--- src/rtl/udp_instr_pkg.sv ---
// Shared constants, FSM encoding and frame byte builder for the instruction frame generator.
// Latency: none (package only).
// Backpressure: n/a.
package udp_instr_pkg;

   localparam logic [7:0] HDR0    = 8'hA5;
   localparam logic [7:0] HDR1    = 8'h5A;
   localparam logic [7:0] TRAILER = 8'h0D;

   localparam int FRAME_LEN = 8;

   localparam logic [7:0] OP_KEY2 = 8'h01;
   localparam logic [7:0] OP_KEY3 = 8'h02;
   localparam logic [7:0] OP_KEY4 = 8'h03;

   localparam logic [1:0] ST_IDLE = 2'd0;
   localparam logic [1:0] ST_REQ  = 2'd1;
   localparam logic [1:0] ST_SEND = 2'd2;
   localparam logic [1:0] ST_GAP  = 2'd3;

   // Everything about a frame that is frozen when it is scheduled.
   typedef struct packed {
      logic [7:0]  opcode;
      logic [7:0]  seq;
      logic [15:0] arg;
   } frame_ctx_t;

   // Byte idx of a frame; the checksum folds opcode, seq and both argument bytes.
   function automatic logic [7:0] frame_byte(input logic [2:0] idx, input frame_ctx_t ctx);
      logic [7:0] b;
      case (idx)
         3'd0:    b = HDR0;
         3'd1:    b = HDR1;
         3'd2:    b = ctx.opcode;
         3'd3:    b = ctx.seq;
         3'd4:    b = ctx.arg[15:8];
         3'd5:    b = ctx.arg[7:0];
         3'd6:    b = ctx.opcode ^ ctx.seq ^ ctx.arg[15:8] ^ ctx.arg[7:0];
         default: b = TRAILER;
      endcase
      return b;
   endfunction

endpackage

--- src/rtl/key_debounce.sv ---
// Synchronises and debounces one active-low button and flags the accepted press.
// Latency: 2 sync cycles + DEBOUNCE_CYCLES stable cycles; press is combinational on the edge the level falls.
// Backpressure: none; press is a single-cycle pulse that the consumer must latch.
module key_debounce #(
   parameter int DEBOUNCE_CYCLES = 1000000
) (
   input  logic clk_50,
   input  logic rst,
   input  logic key_n,
   output logic press
);

   localparam int CW = $clog2(DEBOUNCE_CYCLES + 1);

   logic [1:0]    sync;
   logic          level;
   logic [CW-1:0] cnt;
   logic          flip;

   // The synced level has disagreed with the accepted level for the full window this cycle.
   assign flip  = (sync[1] != level) && (cnt == CW'(DEBOUNCE_CYCLES - 1));
   assign press = flip & level;

   // Two-flop synchroniser (idles released) plus a run-length counter that any bounce restarts.
   always_ff @(posedge clk_50) begin
      if (rst) begin
         sync  <= 2'b11;
         level <= 1'b1;
         cnt   <= '0;
      end else begin
         sync <= {sync[0], key_n};
         if (sync[1] == level) begin
            cnt <= '0;
         end else if (flip) begin
            level <= sync[1];
            cnt   <= '0;
         end else begin
            cnt <= cnt + CW'(1);
         end
      end
   end

endmodule

--- src/rtl/udp_instr_frame_gen.sv ---
// Turns debounced key presses into 8-byte instruction frames for the UDP stack's app TX port.
// Latency: tx_req 2 cycles after a pending flag sets in IDLE; first byte valid the cycle after tx_ack.
// Backpressure: bytes hold on tx_valid & !tx_ready; presses queue in per-key pending flags.
module udp_instr_frame_gen
   import udp_instr_pkg::*;
#(
   parameter int DEBOUNCE_CYCLES = 1000000,
   parameter int ACK_TIMEOUT     = 65535,
   parameter int IFG_CYCLES      = 32
) (
   input  logic        clk_50,
   input  logic        rst,
   input  logic [2:0]  key_n,
   input  logic [15:0] cmd_arg,
   output logic        tx_req,
   output logic [15:0] tx_len,
   input  logic        tx_ack,
   output logic [7:0]  tx_data,
   output logic        tx_valid,
   output logic        tx_last,
   input  logic        tx_ready,
   output logic [7:0]  last_opcode,
   output logic [15:0] frame_cnt,
   output logic        err_drop,
   output logic        err_timeout
);

   localparam int TW = $clog2(ACK_TIMEOUT + 1);
   localparam int GW = $clog2(IFG_CYCLES + 1);

   logic [2:0]    press;
   logic [2:0]    pending;
   logic [2:0]    grant;
   logic [2:0]    cur_key;
   logic [2:0]    pend_clr;
   logic [7:0]    grant_op;
   logic [1:0]    state;
   logic [2:0]    idx;
   logic [7:0]    seq;
   logic [TW-1:0] timer;
   logic [GW-1:0] gap_cnt;
   frame_ctx_t    ctx;
   logic          frame_done;
   logic          ack_tmo;

   for (genvar k = 0; k < 3; k++) begin : g_key
      key_debounce #(
         .DEBOUNCE_CYCLES (DEBOUNCE_CYCLES)
      ) u_key_debounce (
         .clk_50 (clk_50),
         .rst    (rst),
         .key_n  (key_n[k]),
         .press  (press[k])
      );
   end

   assign tx_len = tx_req ? 16'(FRAME_LEN) : 16'd0;

   // Fixed priority key2 > key3 > key4 among pending presses.
   always_comb begin
      grant    = 3'b000;
      grant_op = OP_KEY4;
      if (pending[0]) begin
         grant    = 3'b001;
         grant_op = OP_KEY2;
      end else if (pending[1]) begin
         grant    = 3'b010;
         grant_op = OP_KEY3;
      end else if (pending[2]) begin
         grant    = 3'b100;
         grant_op = OP_KEY4;
      end
   end

   // A frame retires its key either by completing or by giving up on the ack.
   always_comb begin
      frame_done = (state == ST_SEND) && tx_valid && tx_ready && (idx == 3'd7);
      ack_tmo    = (state == ST_REQ) && tx_req && !tx_ack && (timer == TW'(ACK_TIMEOUT - 1));
      pend_clr   = (frame_done || ack_tmo) ? cur_key : 3'b000;
   end

   // Pending flags: a retiring key may be re-armed on the same edge; a press on a live flag is lost.
   always_ff @(posedge clk_50) begin
      if (rst) begin
         pending  <= 3'b000;
         err_drop <= 1'b0;
      end else begin
         pending <= (pending & ~pend_clr) | press;
         if (|(press & pending & ~pend_clr)) begin
            err_drop <= 1'b1;
         end
      end
   end

   // Frame FSM: schedule, request, stream eight bytes, then enforce the inter-frame gap.
   always_ff @(posedge clk_50) begin
      if (rst) begin
         state       <= ST_IDLE;
         tx_req      <= 1'b0;
         tx_valid    <= 1'b0;
         tx_last     <= 1'b0;
         tx_data     <= 8'd0;
         idx         <= 3'd0;
         seq         <= 8'd0;
         frame_cnt   <= 16'd0;
         last_opcode <= 8'd0;
         err_timeout <= 1'b0;
         timer       <= '0;
         gap_cnt     <= '0;
         cur_key     <= 3'b000;
         ctx         <= '0;
      end else begin
         case (state)
            ST_IDLE: begin
               if (|pending) begin
                  ctx.opcode <= grant_op;
                  ctx.seq    <= seq;
                  ctx.arg    <= cmd_arg;
                  cur_key    <= grant;
                  timer      <= '0;
                  state      <= ST_REQ;
               end
            end
            ST_REQ: begin
               if (!tx_req) begin
                  tx_req <= 1'b1;
               end else if (tx_ack) begin
                  tx_req   <= 1'b0;
                  tx_valid <= 1'b1;
                  tx_data  <= frame_byte(3'd0, ctx);
                  tx_last  <= 1'b0;
                  idx      <= 3'd0;
                  state    <= ST_SEND;
               end else if (ack_tmo) begin
                  tx_req      <= 1'b0;
                  err_timeout <= 1'b1;
                  gap_cnt     <= '0;
                  state       <= ST_GAP;
               end else begin
                  timer <= timer + TW'(1);
               end
            end
            ST_SEND: begin
               if (tx_ready) begin
                  if (idx == 3'd7) begin
                     tx_valid    <= 1'b0;
                     tx_last     <= 1'b0;
                     tx_data     <= 8'd0;
                     seq         <= seq + 8'd1;
                     frame_cnt   <= frame_cnt + 16'd1;
                     last_opcode <= ctx.opcode;
                     gap_cnt     <= '0;
                     state       <= ST_GAP;
                  end else begin
                     idx     <= idx + 3'd1;
                     tx_data <= frame_byte(idx + 3'd1, ctx);
                     tx_last <= (idx == 3'd6);
                  end
               end
            end
            default: begin
               if (gap_cnt == GW'(IFG_CYCLES - 1)) begin
                  state <= ST_IDLE;
               end else begin
                  gap_cnt <= gap_cnt + GW'(1);
               end
            end
         endcase
      end
   end

endmodule

--- config.mk ---
export PLATFORM = sky130hd
export DESIGN_NAME = udp_instr_frame_gen
export DESIGN_NICKNAME = d
export VERILOG_FILES = /design/src/rtl/udp_instr_pkg.sv /design/src/rtl/key_debounce.sv /design/src/rtl/udp_instr_frame_gen.sv
export SDC_FILE = /design/constraint.sdc
export NUM_CORES = 1
export LEC_CHECK = 0
export CELL_PAD_IN_SITES_DETAIL_PLACEMENT = 0
export CELL_PAD_IN_SITES_GLOBAL_PLACEMENT = 1
export CORE_MARGIN = 2
export CORE_UTILIZATION = 35
export DETAILED_ROUTE_END_ITERATION = 10
export PLACE_DENSITY = 0.65
export SLEW_MARGIN = 30
export SYNTH_ARGS = -nofsm -noshare
export SYNTH_HDL_FRONTEND = slang
export SYNTH_SLANG_ARGS = --single-unit
--- constraint.sdc ---
create_clock -name clk_50 -period 2.62 [get_ports clk_50]
set_input_delay 0.393 -clock clk_50 [delete_from_list [all_inputs] [get_ports clk_50]]
set_output_delay 0.393 -clock clk_50 [all_outputs]
set_load 0.02 [all_outputs]
[After elaboration in Yosys (flattened, before gate mapping)]
Cells that the tools add are included.
Operators by class
  $add $sub $neg: 8
  eq/ne operators: 32
  reductions and logical operators: 33
  mux-type cells: 51
  bitwise operators: 16
Operator list (number)
  $mux W16: 4
  $add A20 B1 Y20 const B: 3
  $eq A20 B20 Y1 const B: 3
  $pmux W8 S7: 1
  $mux W6: 6
  $add A16 B1 Y16 const B: 2
  $mux W8: 4
  $pmux W16 S2: 1
  $mux W3: 8
  $xor A8 B8 Y8: 3
  $pmux W6 S3: 1
  $eq A16 B16 Y1 const B: 1
  $mux W2: 8
  $ne A2 B2 Y1 const B: 8
  $pmux W8 S2: 1
  $eq A3 B3 Y1 const B: 5
  $reduce_and A5 Y1: 3
  $reduce_or A3 Y1: 5
  $mux W1: 12
  $and A3 B3 Y3: 3
  $logic_and A1 B1 Y1: 9
  $add A8 B1 Y8 const B: 1
  $reduce_and A2 Y1: 4
  $reduce_and A4 Y1: 2
  other kinds (28): 42
Word-level totals
  bits in registers: 179
  output and inout port bits: 53
  bits of input ports: 23

[Longest topological paths before layout]
  depth after elaboration: 9
  depth in mapped cells: 9
  depth with buffers taken out: 7

[By module]
From an unflattened synthesis, not the netlist that was laid out.
Unflattened totals
  cells, all modules: 975
  area total of the unflattened synthesis: 8375.5 sq um
By module, submodules not included
  udp_instr_frame_gen: times used 1, area an instance 5031.1 sq um, cells an instance 618, sequential area each 1961.9 sq um
  key_debounce: times used 3, area an instance 1114.8 sq um, cells an instance 119, sequential area each 460.4 sq um

[Worst setup path after synthesis]
OpenSTA, ideal clock, no wires.
  path kind: flip-flop to flip-flop
  start point: register idx[0]
  end point: register gap_cnt[5]
  cell stages (with the launch flop): 10
  arrival time: 2.103 ns
  setup time: 0.070 ns
  path slack: 0.447 ns
  path buffers: 2
  path through: dfxtp_1 ha_1 ha_1 buf_4 a21boi_0 a2111oi_0 nand3_1 buf_2 or4b_1 a21oi_1
Between the ends
  word-level cells in the longest chain between the ends: 3
Ends and longest elaborated chain
  from (decl): RTL line udp_instr_frame_gen.sv:38  | logic [2:0] idx;
  from (signal assigned): RTL line udp_instr_frame_gen.sv:155  | idx <= idx + 3'd1;
  $eq A3 B3 Y1: RTL line udp_instr_frame_gen.sv:145  | if (idx == 3'd7) begin
  $ne A2 B1 Y1 (no line)
  $reduce_and A7 Y1 (no line)
  to (signal assigned): RTL line udp_instr_frame_gen.sv:165  | gap_cnt <= gap_cnt + GW'(1);
  to (decl): RTL line udp_instr_frame_gen.sv:41  | logic [GW-1:0] gap_cnt;
No other way between the ends.
A chain may end at the register's enable or synchronous reset.

[Final worst setup path]
  start point: register idx[0]
  end point: register tx_data[4]
Between the ends
  word-level cells in the longest chain between the ends: 6
  elaborated cells between the ends (all ways): 13
  classes of those cells: add/sub: 1; eq/ne: 7; mux: 4; reduce/logical: 1
Ends and longest elaborated chain
  $add A3 B1 Y3: RTL line udp_instr_frame_gen.sv:156  | tx_data <= frame_byte(idx + 3'd1, ctx);
  $eq A3 B3 Y1, or another cell as far along: RTL line udp_instr_pkg.sv:31  | case (idx)
  $pmux W8 S7: RTL line udp_instr_pkg.sv:31
  $mux W8 *: RTL line udp_instr_frame_gen.sv:145
  $mux W8 *: RTL line udp_instr_frame_gen.sv:144  | if (tx_ready) begin
  $pmux W8 S2 *: RTL line udp_instr_frame_gen.sv:113  | case (state)
  to (signal assigned): RTL line udp_instr_frame_gen.sv:130  | tx_data <= frame_byte(3'd0, ctx);
  to (signal assigned): RTL line udp_instr_frame_gen.sv:156
  to (decl): RTL line udp_instr_frame_gen.sv:18  | output logic [7:0] tx_data,
Every way passes the cells marked *; elsewhere a longest branch is shown, timed or not. The select of a mux whose other input is x is not followed.

==> impl_metrics.py <==
metrics = {
    "global_route": {
        "grt_antenna_before_repair": 0,
        "gr-total-overflow": 0,
        "use_met2_pct": 24.0,
        "grt_pass1_vias": 6346,
        "grtUsageTotal_pct": 16.2,
        "grt_pass1_wl_mm": 32.0,
        "grt_max_degree": 50,
        "met1_usage_pct": 23.5,
        "grt_util_met3_pct": 3.56,
        "top_usage_layer": "met2",
    },
    "clock_tree": {
        "clock_latency_ns": 0.43,
        "cts_tree": "built",
        "h-tree-depth": 4,
        "cts-resized-gates": 0,
        "cts_buffer_depth": 2,
        "clock-sinks": 167,
        "cts.clk_slew.worst_paths_ns": 0.06,
        "holdBufCountCts": 0,
        "cts_root_buf": "clkbuf_16",
        "cts_buffers": 17,
    },
    "min_path": {
        "worstHoldPathType": "input port to flip-flop",
        "worst_hold_startpoint": "rst",
    },
    "route": {
        "wl_per_cell_um": 14.0,
        "firstDrtPassIters": 4,
        "vias_per_cell": 4.99,
        "ant_nets": 0,
        "drtIter0Drc": 198,
        "drc": 0,
        "drt-total-wl_mm": 18.5,
        "num_vias": 6622,
    },
    "setup_path": {
        "startpoint_type": "flip-flop",
        "worstPathMaxFanout": 10,
        "rrSetupSlack_ns": 0.25,
        "endpoint_kind": "flip-flop",
        "slowest_stage": "nor3b_1",
        "cp_common_cell": "ha_1",
        "critPathMaxStageDelay_ns": 0.49,
        "worstSetupStartpoint": "idx[0]$_SDFFE_PP0P_",
        "worstPathCellList": "ha_1 > ha_1 > nand2b_1 > and2_1 > nor3b_1 > o311ai_0 > a21oi_1",
        "cp.arrival_ns": 2.72,
        "worstSetupPathType": "flip-flop to flip-flop",
        "required_ns": 2.97,
        "rr_startpoint": "idx[0]$_SDFFE_PP0P_",
    },
    "placement": {
        "portBuffers": 54,
        "pre_cts_slack_ns": 0.115,
        "place_inst": 1294,
        "gp_congestion": 0.763,
        "dp_hpwl_mm": 12.7,
    },
    "sta": {
        "drv_slew": 0,
        "setup_violations": 0,
        "finalCritPeriodShare_pct": 90.4,
        "finalWorstSetupSlack_ns": 0.251,
        "fin_tns_setup_ns": 0,
        "worst_pin_slew_ns": 0.805,
        "fin_skew_ns": 0.00994,
        "hold_slack_ns": 0.317,
        "post-route-min-period_ns": 2.37,
        "rsz0062_at_grt": "false",
        "max_clock_freq_ghz": 0.422,
        "hold_violations": 0,
        "slew_headroom_pct": 45.8,
    },
    "layout": {
        "final_cell_mix": "167 x dfxtp_1, 129 x nor2_1, 113 x nand2_1",
        "final-seq-area_mm2": 0.00334,
        "fin_nets": 1071,
        "final_util_pct": 41.9,
        "fillers": 2265,
        "multiInputGateArea_mm2": 0.00439,
        "syn2layout_area_growth_pct": 17.7,
        "drive_above_1_share_pct": 8.17,
        "layout.cells.non_filler": 1326,
        "antenna_cells_inserted": 0,
        "mostFrequentLayoutCell": "dfxtp_1",
    },
    "pwr": {
        "peakVddDrop_mv": 0.367,
        "p_leak_uw": 0.00316,
        "powerDensity_mw_per_mm2": 590,
    },
    "floorplan": {
        "fp.dieH_um": 156,
        "core_area_mm2": 0.0226,
        "die_area_mm2": 0.0243,
        "fp-row-count": 55,
        "dieWidth_um": 156,
        "io_pins": 76,
        "start_util_pct": 35.6,
    },
    "synth": {
        "synth_ff_type": "dfxtp_1",
        "synth_edf_count": 0,
        "synth_cell_type_count": 63,
        "synth_area_leaders": "dfxtp_1 41%, nor2_1 6.1%, xor2_1 5.3%",
        "ys_warn_count": 0,
        "synth_top_area_share_pct": 41.5,
        "synth_top_area_cell": "dfxtp_1",
        "avgSynthCellArea_um2": 8.32,
        "syn_inst": 969,
        "netlist_area_mm2": 0.00806,
        "yosysSeqAreaShare_pct": 41.5,
        "ys_seq_elements": 167,
        "synthArstFlopShare_pct": 0,
    },
    "job": {
        "cap_violations": 0,
    },
    "outcome": {
        "status": "completed",
    },
}
cells in the mapped netlist (all sizes together), types with 2 or more instances:
library cell	instances
dfxtp	167
nor2	130
nand2	113
a21oi	68
xor2	49
nand3	42
xnor2	42
nand4	33
clkbuf	32
buf	29
inv	24
nor3	22
o21ai	21
ha	19
and3	17
nor2b	15
a31oi	14
or4	13
or3	11
nor4	9
or2	9
nand2b	8
nor3b	7
nor4b	7
o31ai	7
and4	5
mux2i	5
o211ai	5
a211oi	4
nand3b	4
o311ai	4
a2111oi	3
a211o	3
o2111ai	3
o221ai	3
a21bo	2
a22oi	2
a311o	2
and3b	2
o41ai	2
or4b	2
power by group:
| group | switching [µW] | total (µW) | internal, µW |
|---|---|---|---|
| Sequential | 46.8 | 2630 | 2580 |
| Combinational | 328 | 544 | 216 |
| Clock | 1090 | 2430 | 1340 |
path summary, 6_finish.rpt:
path                                                endpoint  depth (start not counted)
hold / removal    g_key[0].u_key_debounce.level$_SDFFE_PP1P_                          3
hold reg to reg   g_key[1].u_key_debounce.sync[1]$_SDFF_PP1_                          1
setup / recovery                     tx_data[4]$_SDFFE_PP0P_                          7
setup reg to reg                     tx_data[4]$_SDFFE_PP0P_                          7
state kept, by name (all words and copies together) (netlist names), 6 cells and up:
signal and cells:
timer 16, ctx 26, g_key.u_key_debounce.cnt 60, tx_data 8
frame_cnt 16, seq 8, g_key.u_key_debounce.sync 6, gap_cnt 6
logic make-up after synthesis:
kind of cell / count (synthesis) / share of synthesized area, %
multiplexers: 6 / 0.761
XOR/XNOR: 91 / 9.89
adder cells (fa/ha/maj): 19 / 2.95
other: 1 / 0.0465
flip-flops: 167 / 41.5
buffers and inverters: 85 / 5.14
AO/OA/AOI/OAI: 149 / 11.9
AND/OR/NAND/NOR: 451 / 27.8
cell type report:
class,instances,area share [%]
clock buffer,18,4.63
clock inverter,13,1.31
inverter,24,0.949
multi-input combinational,737,46.2
sequential,167,35.2
tap,285,3.76
timing repair buffer,82,7.89
layer usage:
metal	vias to the layer above	wire, µm	share of wire [%]
met4	0	219	1.2
met5	-	0	0
li1	3459	-	-
met2	112	7810	42
met3	19	661	3.6
met1	3032	9810	53
timing repair:
action	CTS	global route
buffers inserted	0	1
setup endpoints to repair	0	1
hold endpoints to repair	0	0
critical path: cells and delay by family (launching register included):
kind	cells	cell delay, ns
AO/OA/AOI/OAI	2	0.44
adder cells (fa/ha/maj)	2	0.62
flip-flops	1	0.34
AND/OR/NAND/NOR	3	0.89
per-stage QoR:
step / instance area [µm²] / power (µW)
final: 9490 / 5600
after global routing: 9490 / 5850
after CTS: 9480 / 5680
after detailed placement: 8920 / 3230
after global placement: 8920 / 3230
after floorplan: 8130 / 3040
Note: power is estimated with default switching activity, not from simulation.
